`config.mk`:
```
export PLATFORM = sky130hd
export DESIGN_NAME = uart_debug_loader
export DESIGN_NICKNAME = d
export VERILOG_FILES = /design/src/rtl/uart_debug_loader.sv
export SDC_FILE = /design/constraint.sdc
export NUM_CORES = 1
export LEC_CHECK = 0
export ABC_AREA = 1
export BUFFER_PORTS_ARGS = -buffer_cell sky130_fd_sc_hd__buf_2
export CAP_MARGIN = 20
export CORE_MARGIN = 3
export CORE_UTILIZATION = 61
export CTS_BUF_LIST = sky130_fd_sc_hd__clkbuf_4 sky130_fd_sc_hd__clkbuf_8
export DETAILED_ROUTE_END_ITERATION = 6
export PLACE_DENSITY = 0.83
export SLEW_MARGIN = 5
export SYNTH_ARGS = -nofsm -noshare
export SYNTH_HDL_FRONTEND = slang
export SYNTH_SLANG_ARGS = --single-unit
```
`constraint.sdc`:
```
create_clock -name clk -period 2.01 [get_ports clk]
set_input_delay 0 -clock clk [delete_from_list [all_inputs] [get_ports clk]]
set_output_delay 0 -clock clk [all_outputs]
set_load 0.05 [all_outputs]
```
`src/rtl/uart_debug_loader.sv`:
```
// UART command-frame loader: receives SYNC/addr/data/csum frames and
// issues one 32-bit bus write per frame, answering with an ACK/NAK byte.
module uart_debug_loader #(
  parameter int unsigned CLK_FREQ  = 50000000,
  parameter int unsigned UART_BPS  = 19200,
  parameter logic [7:0]  SYNC_BYTE = 8'hA5,
  parameter logic [7:0]  ACK_BYTE  = 8'h06,
  parameter logic [7:0]  NAK_BYTE  = 8'h15,
  parameter int unsigned GAP_BITS  = 16
) (
  input  logic        clk,
  input  logic        rst,
  input  logic        uart_rx,
  output logic        uart_tx,
  output logic        bus_req_o,
  output logic [31:0] bus_addr_o,
  output logic [31:0] bus_wdata_o,
  input  logic        bus_ack_i,
  output logic        halt_o,
  output logic        busy_o
);

  localparam int unsigned BIT_CYC = CLK_FREQ / UART_BPS;
  localparam int unsigned GAP_CYC = GAP_BITS * BIT_CYC;
  localparam int unsigned CW = $clog2(BIT_CYC + 1);
  localparam int unsigned GW = $clog2(GAP_CYC + 1);

  localparam logic [CW-1:0] BIT_LAST = CW'(BIT_CYC - 1);
  localparam logic [CW-1:0] BIT_MID  = CW'(BIT_CYC / 2 - 1);
  localparam logic [GW-1:0] GAP_LAST = GW'(GAP_CYC - 1);

  typedef enum logic [1:0] {
    R_IDLE, R_START, R_DATA, R_STOP
  } rx_state_e;

  typedef enum logic [2:0] {
    F_SYNC, F_ADDR, F_DATA, F_CSUM, F_WRITE, F_RESP
  } f_state_e;

  // RX path
  logic          rx_s1_q, rx_s1_d;
  logic          rx_s2_q, rx_s2_d;
  logic          rx_prev_q, rx_prev_d;
  rx_state_e     rx_state_q, rx_state_d;
  logic [CW-1:0] rx_cnt_q, rx_cnt_d;
  logic [2:0]    rx_bit_q, rx_bit_d;
  logic [7:0]    rx_sh_q, rx_sh_d;
  logic          rx_vld_q, rx_vld_d;
  logic          rx_ferr_q, rx_ferr_d;

  // frame path
  f_state_e      f_state_q, f_state_d;
  logic [1:0]    byte_cnt_q, byte_cnt_d;
  logic [31:0]   addr_sh_q, addr_sh_d;
  logic [31:0]   data_sh_q, data_sh_d;
  logic [7:0]    csum_q, csum_d;
  logic [GW-1:0] gap_q, gap_d;
  logic          bus_req_q, bus_req_d;
  logic [31:0]   bus_addr_q, bus_addr_d;
  logic [31:0]   bus_wdata_q, bus_wdata_d;

  // TX path
  logic          tx_busy_q, tx_busy_d;
  logic [CW-1:0] tx_cnt_q, tx_cnt_d;
  logic [3:0]    tx_bit_q, tx_bit_d;
  logic [8:0]    tx_sh_q, tx_sh_d;
  logic          uart_tx_q, uart_tx_d;

  logic          tx_load;
  logic [7:0]    tx_byte;
  logic          tx_done;

  always_ff @(posedge clk) begin
    if (rst) begin
      rx_s1_q     <= 1'b1;
      rx_s2_q     <= 1'b1;
      rx_prev_q   <= 1'b1;
      rx_state_q  <= R_IDLE;
      rx_cnt_q    <= '0;
      rx_bit_q    <= '0;
      rx_sh_q     <= '0;
      rx_vld_q    <= 1'b0;
      rx_ferr_q   <= 1'b0;
      f_state_q   <= F_SYNC;
      byte_cnt_q  <= '0;
      addr_sh_q   <= '0;
      data_sh_q   <= '0;
      csum_q      <= '0;
      gap_q       <= '0;
      bus_req_q   <= 1'b0;
      bus_addr_q  <= '0;
      bus_wdata_q <= '0;
      tx_busy_q   <= 1'b0;
      tx_cnt_q    <= '0;
      tx_bit_q    <= '0;
      tx_sh_q     <= '1;
      uart_tx_q   <= 1'b1;
    end else begin
      rx_s1_q     <= rx_s1_d;
      rx_s2_q     <= rx_s2_d;
      rx_prev_q   <= rx_prev_d;
      rx_state_q  <= rx_state_d;
      rx_cnt_q    <= rx_cnt_d;
      rx_bit_q    <= rx_bit_d;
      rx_sh_q     <= rx_sh_d;
      rx_vld_q    <= rx_vld_d;
      rx_ferr_q   <= rx_ferr_d;
      f_state_q   <= f_state_d;
      byte_cnt_q  <= byte_cnt_d;
      addr_sh_q   <= addr_sh_d;
      data_sh_q   <= data_sh_d;
      csum_q      <= csum_d;
      gap_q       <= gap_d;
      bus_req_q   <= bus_req_d;
      bus_addr_q  <= bus_addr_d;
      bus_wdata_q <= bus_wdata_d;
      tx_busy_q   <= tx_busy_d;
      tx_cnt_q    <= tx_cnt_d;
      tx_bit_q    <= tx_bit_d;
      tx_sh_q     <= tx_sh_d;
      uart_tx_q   <= uart_tx_d;
    end
  end

  // edge-detect cycle counts as cycle 0 of the start bit
  always_comb begin
    rx_s1_d    = uart_rx;
    rx_s2_d    = rx_s1_q;
    rx_prev_d  = rx_s2_q;
    rx_state_d = rx_state_q;
    rx_cnt_d   = rx_cnt_q;
    rx_bit_d   = rx_bit_q;
    rx_sh_d    = rx_sh_q;
    rx_vld_d   = 1'b0;
    rx_ferr_d  = 1'b0;
    unique case (rx_state_q)
      R_IDLE: begin
        if (rx_prev_q && !rx_s2_q) begin
          rx_state_d = R_START;
          rx_cnt_d   = CW'(1);
        end
      end
      R_START: begin
        if (rx_cnt_q == BIT_LAST) begin
          rx_cnt_d   = '0;
          rx_bit_d   = '0;
          rx_state_d = R_DATA;
        end else begin
          rx_cnt_d = rx_cnt_q + CW'(1);
        end
      end
      R_DATA: begin
        if (rx_cnt_q == BIT_MID) begin
          rx_sh_d = {rx_s2_q, rx_sh_q[7:1]};
        end
        if (rx_cnt_q == BIT_LAST) begin
          rx_cnt_d = '0;
          if (rx_bit_q == 3'd7) begin
            rx_state_d = R_STOP;
          end else begin
            rx_bit_d = rx_bit_q + 3'd1;
          end
        end else begin
          rx_cnt_d = rx_cnt_q + CW'(1);
        end
      end
      R_STOP: begin
        if (rx_cnt_q == BIT_MID) begin
          rx_cnt_d   = '0;
          rx_state_d = R_IDLE;
          rx_vld_d   = rx_s2_q;
          rx_ferr_d  = !rx_s2_q;
        end else begin
          rx_cnt_d = rx_cnt_q + CW'(1);
        end
      end
      default: rx_state_d = R_IDLE;
    endcase
  end

  assign tx_done = tx_busy_q && (tx_bit_q == 4'd9) &&
                   (tx_cnt_q == BIT_LAST);

  always_comb begin
    f_state_d   = f_state_q;
    byte_cnt_d  = byte_cnt_q;
    addr_sh_d   = addr_sh_q;
    data_sh_d   = data_sh_q;
    csum_d      = csum_q;
    gap_d       = '0;
    bus_req_d   = bus_req_q;
    bus_addr_d  = bus_addr_q;
    bus_wdata_d = bus_wdata_q;
    tx_load     = 1'b0;
    tx_byte     = NAK_BYTE;
    unique case (f_state_q)
      F_SYNC: begin
        if (rx_vld_q && (rx_sh_q == SYNC_BYTE)) begin
          f_state_d  = F_ADDR;
          byte_cnt_d = '0;
          csum_d     = '0;
        end
      end
      F_ADDR, F_DATA, F_CSUM: begin
        if (rx_ferr_q) begin
          f_state_d = F_RESP;
          tx_load   = 1'b1;
        end else if (rx_vld_q) begin
          unique case (1'b1)
            f_state_q == F_ADDR: begin
              addr_sh_d  = {rx_sh_q, addr_sh_q[31:8]};
              csum_d     = csum_q ^ rx_sh_q;
              byte_cnt_d = byte_cnt_q + 2'd1;
              if (byte_cnt_q == 2'd3) f_state_d = F_DATA;
            end
            f_state_q == F_DATA: begin
              data_sh_d  = {rx_sh_q, data_sh_q[31:8]};
              csum_d     = csum_q ^ rx_sh_q;
              byte_cnt_d = byte_cnt_q + 2'd1;
              if (byte_cnt_q == 2'd3) f_state_d = F_CSUM;
            end
            default: begin
              if (rx_sh_q == csum_q) begin
                bus_addr_d  = addr_sh_q;
                bus_wdata_d = data_sh_q;
                bus_req_d   = 1'b1;
                f_state_d   = F_WRITE;
              end else begin
                f_state_d = F_RESP;
                tx_load   = 1'b1;
              end
            end
          endcase
        end else if (gap_q == GAP_LAST) begin
          f_state_d = F_SYNC;
        end else begin
          gap_d = gap_q + GW'(1);
        end
      end
      F_WRITE: begin
        if (bus_req_q && bus_ack_i) begin
          bus_req_d = 1'b0;
          f_state_d = F_RESP;
          tx_load   = 1'b1;
          tx_byte   = ACK_BYTE;
        end
      end
      F_RESP: begin
        if (tx_done) f_state_d = F_SYNC;
      end
      default: f_state_d = F_SYNC;
    endcase
  end

  // bit index: 0 start, 1..8 data, 9 stop
  always_comb begin
    tx_busy_d = tx_busy_q;
    tx_cnt_d  = tx_cnt_q;
    tx_bit_d  = tx_bit_q;
    tx_sh_d   = tx_sh_q;
    uart_tx_d = uart_tx_q;
    if (tx_load) begin
      tx_busy_d = 1'b1;
      tx_cnt_d  = '0;
      tx_bit_d  = '0;
      tx_sh_d   = {1'b1, tx_byte};
      uart_tx_d = 1'b0;
    end else if (tx_busy_q) begin
      if (tx_cnt_q == BIT_LAST) begin
        tx_cnt_d = '0;
        if (tx_bit_q == 4'd9) begin
          tx_busy_d = 1'b0;
          uart_tx_d = 1'b1;
        end else begin
          uart_tx_d = tx_sh_q[0];
          tx_sh_d   = {1'b1, tx_sh_q[8:1]};
          tx_bit_d  = tx_bit_q + 4'd1;
        end
      end else begin
        tx_cnt_d = tx_cnt_q + CW'(1);
      end
    end
  end

  assign uart_tx     = uart_tx_q;
  assign bus_req_o   = bus_req_q;
  assign bus_addr_o  = bus_addr_q;
  assign bus_wdata_o = bus_wdata_q;
  assign halt_o      = (f_state_q != F_SYNC);
  assign busy_o      = (f_state_q != F_SYNC);

endmodule

```
==> run_results.csv <==
group,metric,value,unit
yosys,ys_ff_latch,214,
place,placed_cells_incl_taps,1404,
layout,final_common_cell,"nor2_1",
die,fp-row-count,43,
global_routing,grtUsageTotal,24.6,%
sta,fin_crit,1830,ps
sta,fmax,545,MHz
setup_path,crit_path_end_kind,"flop",
global_routing,grt_overflow,0,
sta,worstMarginPinSlew,481,ps
drt,viasPerCell,5.54,
die,die_w,128,um
global_routing,antenna_found_initial,0,
die,die_h,128,um
power,irDropWorstVdd,0.581,mV
min_path,holdCritPathClass,"in2reg",
clock_tree,insertion_delay,510,ps
sta,relSlewSlack,68.0,%
place,portBuffers,71,
power,p_total,10.7,mW
yosys,syn-num-nets,1216,
setup_path,max_stage_delay,450,ps
global_routing,grt_pass1_wl,34200,um
setup_path,worstPathRequired,2410,ps
drt,drt_iter0_markers,638,
drt,vias,8089,
die,core,14200,um2
clock_tree,clock-sinks,214,
layout,final_nets,1282,
sta,setup_violations,0,
clock_tree,path_clk_slew,60,ps
yosys,ys_warn_count,0,
place,dp_hpwl,12800,um
layout,fin_cells,1461,
place,globalplace.congestion,0.882,
drt,ant_nets,0,
yosys,mappedNetlistArea,9030,um2
layout,final_cell_mix,"248 x nor2_1, 214 x dfxtp_1, 148 x nand2_1",
run_status,status,"completed",
setup_path,startpoint_type,"flop",
setup_path,cpMaxStageDelayCell,"dfxtp_1",
sta,skew,29.5,ps
layout,antenna_cells,0,
setup_path,worstPathCellList,"nor2_2 -> nor2_4 -> inv_2 -> nor2_4 -> nand3_4 -> buf_12 -> o21ai_0 -> nor2_1",
yosys,netlist_instances,1198,
drt,first_pass_iters,5,
layout,drive_gt1_share,15.0,%
setup_path,critPathKind,"reg2reg",
die,die_area,16300,um2
global_routing,grt_max_degree,66,
clock_tree,cts.path.max_buffers,3,
yosys,ys_seq_area_share,47.4,%
global_routing,grt_pass1_vias,7651,
power,power.density,1050,nW/um2
job,cap_violations,0,
layout,area_growth,12.9,%
clock_tree,clockRootBuffer,"clkbuf_8",
clock_tree,cts_tree,"built",
drt,drt_wl_total,19700,um
drt,drc,0,
sta,rsz0062_at_grt,"false",
die,ios,72,
die,initial_core_util,63.6,%
yosys,syn_area_per_cell,7.54,um2
sta,period_share,91.2,%
yosys,synth_cell_types,33,
sta,slew_violations,0,
sta,hold_ws,39.7,ps
setup_path,path_max_fanout,64,
setup_path,cp.arrival,2230,ps
setup_path,path_common_cell,"nor2_4",
power,leakagePower,4.14,nW
clock_tree,cts-htree-levels,2,
clock_tree,cts_buffers,35,
sta,finalHoldViolCount,0,
drt,routedWlPerCell,13.5,um
sta,fin_tns_setup,0,ps
[report_power, final]
group / switching [mW] / internal (mW) / total (mW)
registers: 0.135 / 4.40 / 4.54
clock network: 1.57 / 2.04 / 3.61
logic: 1.80 / 0.718 / 2.51
[state kept, by name (all words and copies together) (netlist names), 4 cells and up]
| name | cells |
|---|---|
| tx_sh_q | 8 |
| tx_bit_q | 4 |
| tx_cnt_q | 12 |
| rx_cnt_q | 12 |
| addr_sh_q | 32 |
| gap_q | 16 |
| data_sh_q | 32 |
| bus_wdata_o | 32 |
| csum_q | 8 |
| rx_sh_q | 8 |
| bus_addr_o | 32 |
[cell usage after synthesis]
master	instances	area [um2]
clkbuf_1	32	120
nor2_4	5	56.3
a21oi_2	6	52.6
inv_2	14	52.6
buf_6	11	124
buf_4	5	37.5
nand4_1	14	87.6
nor2_1	249	935
nand2_1	149	559
or2_2	4	25.0
ha_1	14	175
nor4_1	1	6.26
nor3_2	2	20.0
a21oi_1	60	300
nand3_2	2	20.0
o21ai_1	70	350
o21ai_0	90	450
nand3b_1	3	22.5
nand3_1	54	270
a31oi_1	66	413
nand3_4	1	17.5
inv_1	70	263
o21bai_1	2	15.0
nand2_2	5	31.3
nor2_2	3	18.8
buf_2	16	80.1
nor3_1	12	60.1
or2_0	1	6.26
dfxtp_1	214	4280
xor2_1	16	140
or2_1	2	12.5
xnor2_1	2	17.5
buf_1	3	11.3
[timing repair]
action                                 CTS  global route
setup endpoints to repair                0            12
resized for setup                        0             2
hold buffers                             3             0
endpoints found under the hold margin   23             0
setup buffers                            0             0
[cells by family (layout without fill, tap and decap cells)]
| group | count (synthesis) | in the layout | share of synthesized area [%] |
|---|---|---|---|
| adders and majority gates | 14 | 14 | 1.94 |
| AOI/OAI and AO/OA | 294 | 294 | 17.5 |
| and+or+nand+nor | 507 | 507 | 23.8 |
| xor gates and xnor gates | 18 | 18 | 1.74 |
| buffers and inverters | 151 | 234 | 7.62 |
| DFF | 214 | 214 | 47.4 |
[stage by stage]
stage               area (um2)  utilization, %  setup WS, ps
floorplan                 9030               -           356
global placement          9500            66.9           269
detailed placement        9500            66.9           160
CTS                      10200            71.7           147
global route             10200            71.8          25.2
finish                   10200            71.8           176
[metal layers]
| metal | GRT usage [%] | share of wire [%] |
|---|---|---|
| met1 | 31.7 | 45 |
| met2 | 42.4 | 48 |
| met3 | 4.00 | 5.3 |
| met4 | 7.99 | 1.7 |
| met5 | 0 | 0 |
[area by class of cell]
cell class | count | area (um2)
Clock buffer | 52 | 647
Clock inverter | 2 | 17.5
Fill cell | 1141 | 4010
Inverter | 84 | 317
Multi-Input combinational cell | 833 | 4070
Sequential cell | 214 | 4280
Tap cell | 180 | 225
Timing Repair Buffer | 96 | 638
[path summary, 6_finish.rpt]
check               startpoint         endpoint  slack [ps]  cells after the start
hold reg to reg     tx_sh_q[4]       tx_sh_q[4]         450                      2
setup reg to reg  f_state_q[1]  bus_wdata_o[23]         180                      8
hold / removal       bus_ack_i       tx_sh_q[4]          40                      6
setup / recovery  f_state_q[1]  bus_wdata_o[23]         180                      8
[critical path: cells and delay by family (launching register included)]
| family | cells | cell delay, ps |
|---|---|---|
| simple gates | 5 | 650 |
| buf+inv | 2 | 350 |
| flops | 1 | 450 |
| compound gates | 1 | 220 |
Power figures use the tool's default switching activity.
